File: config.mk
export PLATFORM = sky130hd
export DESIGN_NAME = shift_serdes
export DESIGN_NICKNAME = d
export VERILOG_FILES = /design/src/rtl/shift_serdes_pkg.sv /design/src/rtl/shift_serdes_tick.sv /design/src/rtl/shift_serdes.sv
export SDC_FILE = /design/constraint.sdc
export NUM_CORES = 1
export LEC_CHECK = 0
export ABC_AREA = 1
export ABC_CLOCK_PERIOD_IN_PS = 1900
export CORE_MARGIN = 2
export CORE_UTILIZATION = 45
export DETAILED_ROUTE_END_ITERATION = 8
export DONT_BUFFER_PORTS = 1
export GPL_ROUTABILITY_DRIVEN = 0
export SKIP_LAST_GASP = 1
export SYNTH_ARGS = -nofsm -noshare
export SYNTH_HDL_FRONTEND = slang
export SYNTH_SLANG_ARGS = --single-unit
File: constraint.sdc
create_clock -name clk -period 1.9 [get_ports clk]
set_input_delay 0.57 -clock clk [delete_from_list [all_inputs] [get_ports clk]]
set_output_delay 0.57 -clock clk [all_outputs]
set_load 0.05 [all_outputs]
File: src/rtl/shift_serdes_pkg.sv
// Shared types and constants for the shift_serdes full-duplex serialiser.
// Optional parity framing is enabled by defining SHIFT_SERDES_PARITY_EN.
package shift_serdes_pkg;

    typedef logic [1:0] state_t;

    localparam state_t ST_IDLE  = 2'd0;
    localparam state_t ST_SHIFT = 2'd1;
    localparam state_t ST_PAR   = 2'd2;
    localparam state_t ST_DONE  = 2'd3;

    // Sized for the largest supported word (32 bits) so every BITS setting fits.
    localparam int BITS_MAX = 32;
    localparam int CNT_W    = $clog2(BITS_MAX + 1);

    localparam logic Q_IDLE = 1'b1;

endpackage

File: src/rtl/shift_serdes_tick.sv
// Programmable bit-period divider: tick on the last cycle of each div+1 cycle period.
// Held at zero while clear is high so every frame starts on a fresh period.
module bit_tick_gen #(
    parameter int DIV_W = 4
) (
    input  logic             clk,
    input  logic             rst_n,
    input  logic             ena,
    input  logic             clear,
    input  logic [DIV_W-1:0] div,
    output logic             tick
);

    logic [DIV_W-1:0] r_cnt;

    assign tick = ena && !clear && (r_cnt == div);

    always_ff @(posedge clk or negedge rst_n) begin
        if (!rst_n) begin
            r_cnt <= '0;
        end else if (ena) begin
            if (clear || tick) begin
                r_cnt <= '0;
            end else begin
                r_cnt <= r_cnt + DIV_W'(1);
            end
        end
    end

endmodule

File: src/rtl/shift_serdes.sv
// Full-duplex parallel/serial shifter with programmable bit rate and bit order.
// Define SHIFT_SERDES_PARITY_EN to append an even-parity bit period to every frame.
module shift_serdes
    import shift_serdes_pkg::*;
#(
    parameter int BITS  = 8,
    parameter int DIV_W = 4
) (
    input  logic             clk,
    input  logic             rst_n,
    input  logic             ena,
    input  logic             load,
    input  logic [BITS-1:0]  d,
    input  logic             lsb_first,
    input  logic [DIV_W-1:0] div,
    input  logic             sin,
    output logic             q,
    output logic             busy,
    output logic             eos,
    output logic [BITS-1:0]  rx_data,
    output logic             rx_valid,
    output logic             rx_perr
);

    state_t           r_state;
    logic [BITS-1:0]  r_tx;
    logic [BITS-1:0]  r_rx;
    logic [BITS-1:0]  r_rx_data;
    logic             r_lsb;
    logic [DIV_W-1:0] r_div;
    logic [CNT_W-1:0] r_bit_cnt;

    logic             w_active;
    logic             w_tick;
    logic             w_last_bit;
    logic             w_tx_bit;
    logic             w_par_bit;
    logic [BITS-1:0]  w_rx_shift;

    assign w_active   = (r_state == ST_SHIFT) || (r_state == ST_PAR);
    assign w_last_bit = (r_bit_cnt == CNT_W'(BITS - 1));
    assign w_tx_bit   = r_lsb ? r_tx[0] : r_tx[BITS-1];
    // Received bits land so that the first one ends up where it was sent from.
    assign w_rx_shift = r_lsb ? {sin, r_rx[BITS-1:1]} : {r_rx[BITS-2:0], sin};

    bit_tick_gen #(
        .DIV_W (DIV_W)
    ) u_tick (
        .clk   (clk),
        .rst_n (rst_n),
        .ena   (ena),
        .clear (!w_active),
        .div   (r_div),
        .tick  (w_tick)
    );

`ifdef SHIFT_SERDES_PARITY_EN
    logic r_par;
    logic r_perr;

    assign w_par_bit = r_par;
    assign rx_perr   = r_perr;
`else
    assign w_par_bit = Q_IDLE;
    assign rx_perr   = 1'b0;
`endif

    always_ff @(posedge clk or negedge rst_n) begin
        if (!rst_n) begin
            r_state   <= ST_IDLE;
            r_tx      <= '0;
            r_rx      <= '0;
            r_rx_data <= '0;
            r_lsb     <= 1'b0;
            r_div     <= '0;
            r_bit_cnt <= '0;
`ifdef SHIFT_SERDES_PARITY_EN
            r_par     <= 1'b0;
            r_perr    <= 1'b0;
`endif
        end else if (ena) begin
            case (r_state)
                ST_IDLE, ST_DONE: begin
                    if (load) begin
                        r_state   <= ST_SHIFT;
                        r_tx      <= d;
                        r_rx      <= '0;
                        r_lsb     <= lsb_first;
                        r_div     <= div;
                        r_bit_cnt <= '0;
`ifdef SHIFT_SERDES_PARITY_EN
                        r_par     <= ^d;
`endif
                    end else begin
                        r_state <= ST_IDLE;
                    end
                end
                ST_SHIFT: begin
                    if (w_tick) begin
                        r_rx      <= w_rx_shift;
                        r_tx      <= r_lsb ? (r_tx >> 1) : (r_tx << 1);
                        r_bit_cnt <= r_bit_cnt + CNT_W'(1);
                        if (w_last_bit) begin
`ifdef SHIFT_SERDES_PARITY_EN
                            r_state   <= ST_PAR;
`else
                            r_state   <= ST_DONE;
                            r_rx_data <= w_rx_shift;
`endif
                        end
                    end
                end
                ST_PAR: begin
`ifdef SHIFT_SERDES_PARITY_EN
                    if (w_tick) begin
                        r_state   <= ST_DONE;
                        r_rx_data <= r_rx;
                        r_perr    <= sin ^ (^r_rx);
                    end
`else
                    r_state <= ST_IDLE;
`endif
                end
                default: r_state <= ST_IDLE;
            endcase
        end
    end

    assign busy     = w_active;
    assign eos      = (r_state == ST_DONE);
    assign rx_valid = (r_state == ST_DONE);
    assign rx_data  = r_rx_data;
    assign q        = (r_state == ST_SHIFT) ? w_tx_bit :
                      (r_state == ST_PAR)   ? w_par_bit : Q_IDLE;

endmodule

==> results of run 1 <==
[stage by stage]
stage | TNS, ns | hold slack (ns) | instances | worst slack, ns
2_1_floorplan | 0 | 0.274 | 278 | 0.0556
3_5_place_dp | 0 | 0.275 | 346 | 0.0588
3_3_place_gp | 0 | 0.275 | 346 | 0.0848
6_report | -0.105 | 0.110 | 362 | -0.0394
5_1_grt | -0.275 | 0.110 | 362 | -0.0959
4_1_cts | -0.0696 | 0.109 | 358 | -0.0696
[power groups by stage]
stage          combinational, mW  sequential (mW)  clock, mW
6_report                    1.35             1.21      0.561
5_1_grt                     1.50             1.23      0.631
4_1_cts                     1.28             1.20      0.590
3_5_place_dp                1.20             1.22          0
3_3_place_gp                1.19             1.22          0
2_1_floorplan              0.953             1.17          0
[routing by layer]
layer | share of wire [%] | GRT usage, % | routed length, um | vias to the layer above
met5 | 0 | 0 | 0 | -
met4 | 1.7 | 8.33 | 80 | 0
met3 | 3.0 | 4.34 | 142 | 7
met2 | 47 | 31.4 | 2200 | 31
met1 | 48 | 23.7 | 2240 | 858
li1 | - | - | - | 926
[final cells by class]
class	count	area, um^2
fill	463	2200
multi-input combinational	202	1080
sequential	41	1030
timing repair buffer	22	201
tap	67	83.8
inverter	22	82.6
clock buffer	5	68.8
clock inverter	3	17.5
[cell usage after synthesis (all sizes together), types with 2 or more instances]
cell type  instances  share of area [%]
a21oi              7                1.6
nand3b             8                2.7
inv               22                3.7
ha                 4                2.2
o21ai              6                1.5
o221ai             5                2.0
mux2i              8                3.6
nand3             31                6.9
mux2               2                1.0
dfrtp             41                 46
buf               13                4.4
nor2              24                4.4
xor2               2               0.78
nand2             98                 17
[registers in the layout, summed over array words and instances (netlist names)]
register / flops
rx_data: 8
r_lsb: 1
r_tx: 8
r_div: 4
r_rx: 8
u_tick.r_cnt: 4
r_state: 2
r_bit_cnt: 6
[worst reg2reg max path: cells and delay by family, from the launching register on]
family          cells  cell delay, ns
flops               1            0.40
buf+inv             5            0.69
simple gates        2            0.18
fa+ha+maj           1            0.17
compound gates      1            0.30
[kinds of logic (layout without fill, tap and decap cells)]
family | count (synthesis) | after routing
AOI/OAI and AO/OA | 22 | 22
other | 1 | 1
and+or+nand+nor | 163 | 163
buffers and inverters | 35 | 52
xor gates and xnor gates | 2 | 2
muxes | 10 | 10
DFF | 41 | 41
adders and majority gates | 4 | 4
[timing repair]
action / 4_1_cts / 5_1_grt
pin swaps: 2 / 2
hold buffers: 1 / 0
buffers inserted: 3 / 4
gates cloned: 0 / 0
endpoints found under the setup margin: 2 / 27
resized for setup: 4 / 6
endpoints found under the hold margin: 41 / 0
[path summary, 6_finish.rpt]
path | end | slack (ns) | cells after the start
worst max-delay path | q | -0.04 | 5
worst min register to register | r_tx[5] | 0.47 | 2
min in group clk | u_tick.r_cnt[2] | 0.36 | 1
max in group asynchronous | r_tx[5] | 1.59 | 1
worst max register to register | r_state[0] | 0.10 | 9
worst min-delay path | rx_data[1] | 0.11 | 1
==> impl_metrics.ini, run 1 <==
[sta]
slew_viol_final = 0
finalSetupViolCount = 3
finalHoldViolCount = 0
finalCritPeriodShare_pct = 102
fin_ws_ns = -0.0394
min_period_ns = 1.94
skew_ns = 0.00695
rsz0062_at_grt = yes
fmax_mhz = 516

[placement]
io_buffers = 0
post-dp-hpwl_um = 3170
placed_area_um2 = 2350

[setup_path]
cp_top_family = flip-flops
rr_startpoint = r_state[1]
cpPeakStageDelay_ns = 0.38
crit_path_start = r_state[1]
worstPathMaxFanout = 3
cp_data_arrival_time_ns = 1.37
crit_type = flip-flop to output port
endpoint_kind = output port
startpoint_type = flip-flop
cp_cell_sequence = inv_2 > ha_4 > buf_6 > a31oi_4 > buf_12
worstPathRequired_ns = 1.33
cp.buffers_inverters = 3
cpMaxStageDelayCell = dfrtp_1

[clocking]
cts_htree_levels = 2
cts_buffers = 5
clock-sinks = 41
clk_root_buffer_cell = clkbuf_8
cts_tree = yes
clk_pin_slew_ns = 0.08
insertion_delay_ns = 0.30
clock_path_buffers = 2

[synth]
ys_seq_elements = 41
synth_cell_types = 28
synth_simple_gate_area_share_pct = 31.9
synthArstFlopShare_pct = 100
synth_adder_area_share_pct = 2.24
synthXorXnorAreaFrac_pct = 0.784
yosys_warnings = 0
synthMuxAreaShare_pct = 4.59
synth_top_family_by_area = simple AND/OR/NAND/NOR gates
synth_edf_count = 0
syn-cell-area_um2 = 2230
synth_compound_area_share_pct = 6.27
netlist_instances = 278
ys_seq_area_share_pct = 45.9
avgSynthCellArea_um2 = 8.03
synth_flop_cell = dfrtp_1
syn-num-nets = 300

[route]
avgViaCountPerCell = 5.03
drtIter0Drc = 135
routed_wl_um = 4660
wl_per_cell_um = 12.9
via_count = 1822
dr.pass1.iters = 4
drc = 0
ant_nets = 0

[hold_path]
hold_path.class = input port to async pin

[cells_and_area]
drive_above_1_share_pct = 16.3
finish.utilization_pct = 53.8
diodes = 0
final_area_um2 = 2560
final_common_cell = nand2_1
syn_to_final_growth_pct = 14.5
final_nets = 316
layout_common_cells = nand2_1, dfrtp_1, nand3_1

[run_status]
violations = setup timing
outcome = finished with violations

[die]
chipHeight_um = 74.5
rows = 25
start_util_pct = 47.0
core_um2 = 4750
die_w_um = 74.5
fp.dieArea_um2 = 5540
io_pins = 31

[global_route]
track_usage_pct = 19.0
grt_max_degree = 42
grt_overflow_total = 0
grt_pass1_wl_um = 8000
antenna_found_initial = 0
grt_pass1_vias = 1778

[power]
seqPwrFrac_pct = 38.7
clock_power_share_pct = 18.0
swShare_pct = 40.3
p_sw_mw = 1.26
power.total_mw = 3.12
power_density_nw_per_um2 = 1220
p_comb_share_pct = 43.3
p_leak_nw = 1.34
intPower_mw = 1.86
ir_worst_vdd_mv = 0.532

[run]
cap_violations = 0
Note: power is estimated with default switching activity, not from simulation.
==> run 2: changes to the inputs <==
--- a/config.mk
+++ b/config.mk
@@ -11,6 +11,6 @@
 export CORE_UTILIZATION = 45
 export DETAILED_ROUTE_END_ITERATION = 8
-export DONT_BUFFER_PORTS = 1
 export GPL_ROUTABILITY_DRIVEN = 0
+export PLACE_DENSITY = 0.68
 export SKIP_LAST_GASP = 1
 export SYNTH_ARGS = -nofsm -noshare
==> constraint.sdc (replaced) <==
create_clock -name clk -period 1.9 [get_ports clk]
set_input_delay 0.57 -clock clk [delete_from_list [all_inputs] [get_ports clk]]
set_output_delay 0.57 -clock clk [all_outputs]
set_load 0.1 [all_outputs]
==> run 2 against run 1 <==
Effect of this change:
- the flow still finishes with violations (setup timing)
- setup slack got worse by 0.049 ns
- register-to-register slack improved by 0.19 ns
- global-route usage decreased by 0.33 points
- first-iteration DRC count decreased by 33%
- sequential share of layout area decreased by 4.6 points
- final area increased by 13%
- critical path depth decreased by 1
- cell count increased by 7.2%
- non-clock buffer count increased by 26
- fmax decreased by 2.4%
- flip-flop and latch count unchanged
- critical path type unchanged
- largest power group unchanged
==> impl_metrics.ini, run 2 (synthesis gave the netlist of run 1 again) <==
[setup_path]
crit_type = flip-flop to output port
worstPathRequired_ns = 1.33
cp_data_arrival_time_ns = 1.42
worstPathMaxFanout = 3
cpMaxStageDelayCell = dfrtp_1
r2r_end = r_rx[5]
cp_cell_sequence = ha_4 > buf_6 > a31oi_4 > buf_12
startpoint_type = flip-flop
endpoint_kind = output port
reg2reg_slack_ns = 0.29
worst_r2r_path_depth = 10
cpPeakStageDelay_ns = 0.42
rr_startpoint = r_state[1]

[die]
chipHeight_um = 74.5
io_pins = 31
fp.dieArea_um2 = 5540
die_w_um = 74.5
rows = 25
core_um2 = 4750
start_util_pct = 47.0

[global_route]
antenna_found_initial = 0
grt_pass1_wl_um = 7960
grt_pass1_vias = 1841
use_met3_pct = 2.85
grt_util_met2_pct = 30.7
grt_max_degree = 42
gr-usage-met1_pct = 24.1
busiest_layer = met2
grt_overflow_total = 0
track_usage_pct = 18.6

[cells_and_area]
final_nets = 342
n_fill_cell = 440
layout_common_cells = nand2_1, dfrtp_1, nand3_1
syn_to_final_growth_pct = 29.4
final_common_cell = nand2_1
drive_above_1_share_pct = 18.1
diodes = 0
finish.utilization_pct = 60.8

[placement]
post-dp-hpwl_um = 3290
io_buffers = 29

[route]
routed_wl_um = 4620
ant_nets = 0
wl_per_cell_um = 11.9
drc = 0
via_count = 1926
avgViaCountPerCell = 4.96
drtIter0Drc = 91
dr.pass1.iters = 4

[power]
p_leak_nw = 1.47
power.total_mw = 3.23
power_density_nw_per_um2 = 1120
ir_worst_vdd_mv = 0.551

[sta]
rsz0062_at_grt = yes
fin_hold_ws_ns = 0.318
finalSetupViolCount = 3
skew_ns = 0.00720
fmax_mhz = 503
finalCritPeriodShare_pct = 105
min_period_ns = 1.99
slew_viol_final = 0
fin_ws_ns = -0.0880
slew_headroom_pct = 65.0
finalHoldViolCount = 0
worst_pin_slew_ns = 0.525
tns_ns = -0.160

[clocking]
cts_htree_levels = 2
clock_path_buffers = 2
clk_pin_slew_ns = 0.08
cts_buffers = 5
clock-sinks = 41
cts_tree = yes
clk_root_buffer_cell = clkbuf_8
insertion_delay_ns = 0.29

[run_status]
violations = setup timing
outcome = finished with violations

[run]
cap_violations = 0

[hold_path]
hold_path.class = input port to async pin
[run 2: repair_timing]
item	in CTS	in global routing
endpoints found under the hold margin	0	0
resized for setup	1	5
endpoints found under the setup margin	2	2
pin swaps	0	2
buffers inserted	2	1
hold buffers	0	0
[run 2: metrics by stage]
step	setup slack (ns)	instances	cell area, um^2
after detailed placement	-0.0108	377	2760
after global routing	-0.114	388	2890
final	-0.0880	388	2890
after CTS	-0.102	387	2860
after global placement	0.0123	377	2760
after floorplan	-0.253	278	2250
[run 2: layout make-up]
cell class	count	area, um^2	share of cell area (%)
Sequential cell	41	1030	35.5
Tap cell	67	83.8	2.90
Multi-Input combinational cell	202	1060	36.7
Clock buffer	6	72.6	2.51
Timing Repair Buffer	48	552	19.1
Clock inverter	2	10.0	0.346
Inverter	22	85.1	2.94
[run 2: worst max-delay path: cells and delay by family, from the launching register on]
kind / cells / cell delay (ns)
flops: 1 / 0.42
buf+inv: 2 / 0.32
compound gates: 1 / 0.20
fa+ha+maj: 1 / 0.19
[run 2: worst max path at each step]
| stage | from | to |
|---|---|---|
| floorplan | r_state[0] | q |
| global placement | ena | r_bit_cnt[1] |
| detailed placement | ena | r_rx[2] |
| CTS | r_state[0] | q |
| global route | r_state[1] | q |
| finish | r_state[0] | q |
[run 2: report_power, final]
part           switching (mW)  internal (mW)
clock network           0.307          0.255
logic                   0.883          0.583
registers               0.142           1.06
[run 2: per-layer routing]
metal	part of all wire [%]	vias to the layer above	wire length [um]
li1	-	981	-
met1	48	900	2230
met2	47	38	2160
met3	3.1	7	144
met4	1.8	0	85
met5	0	-	0
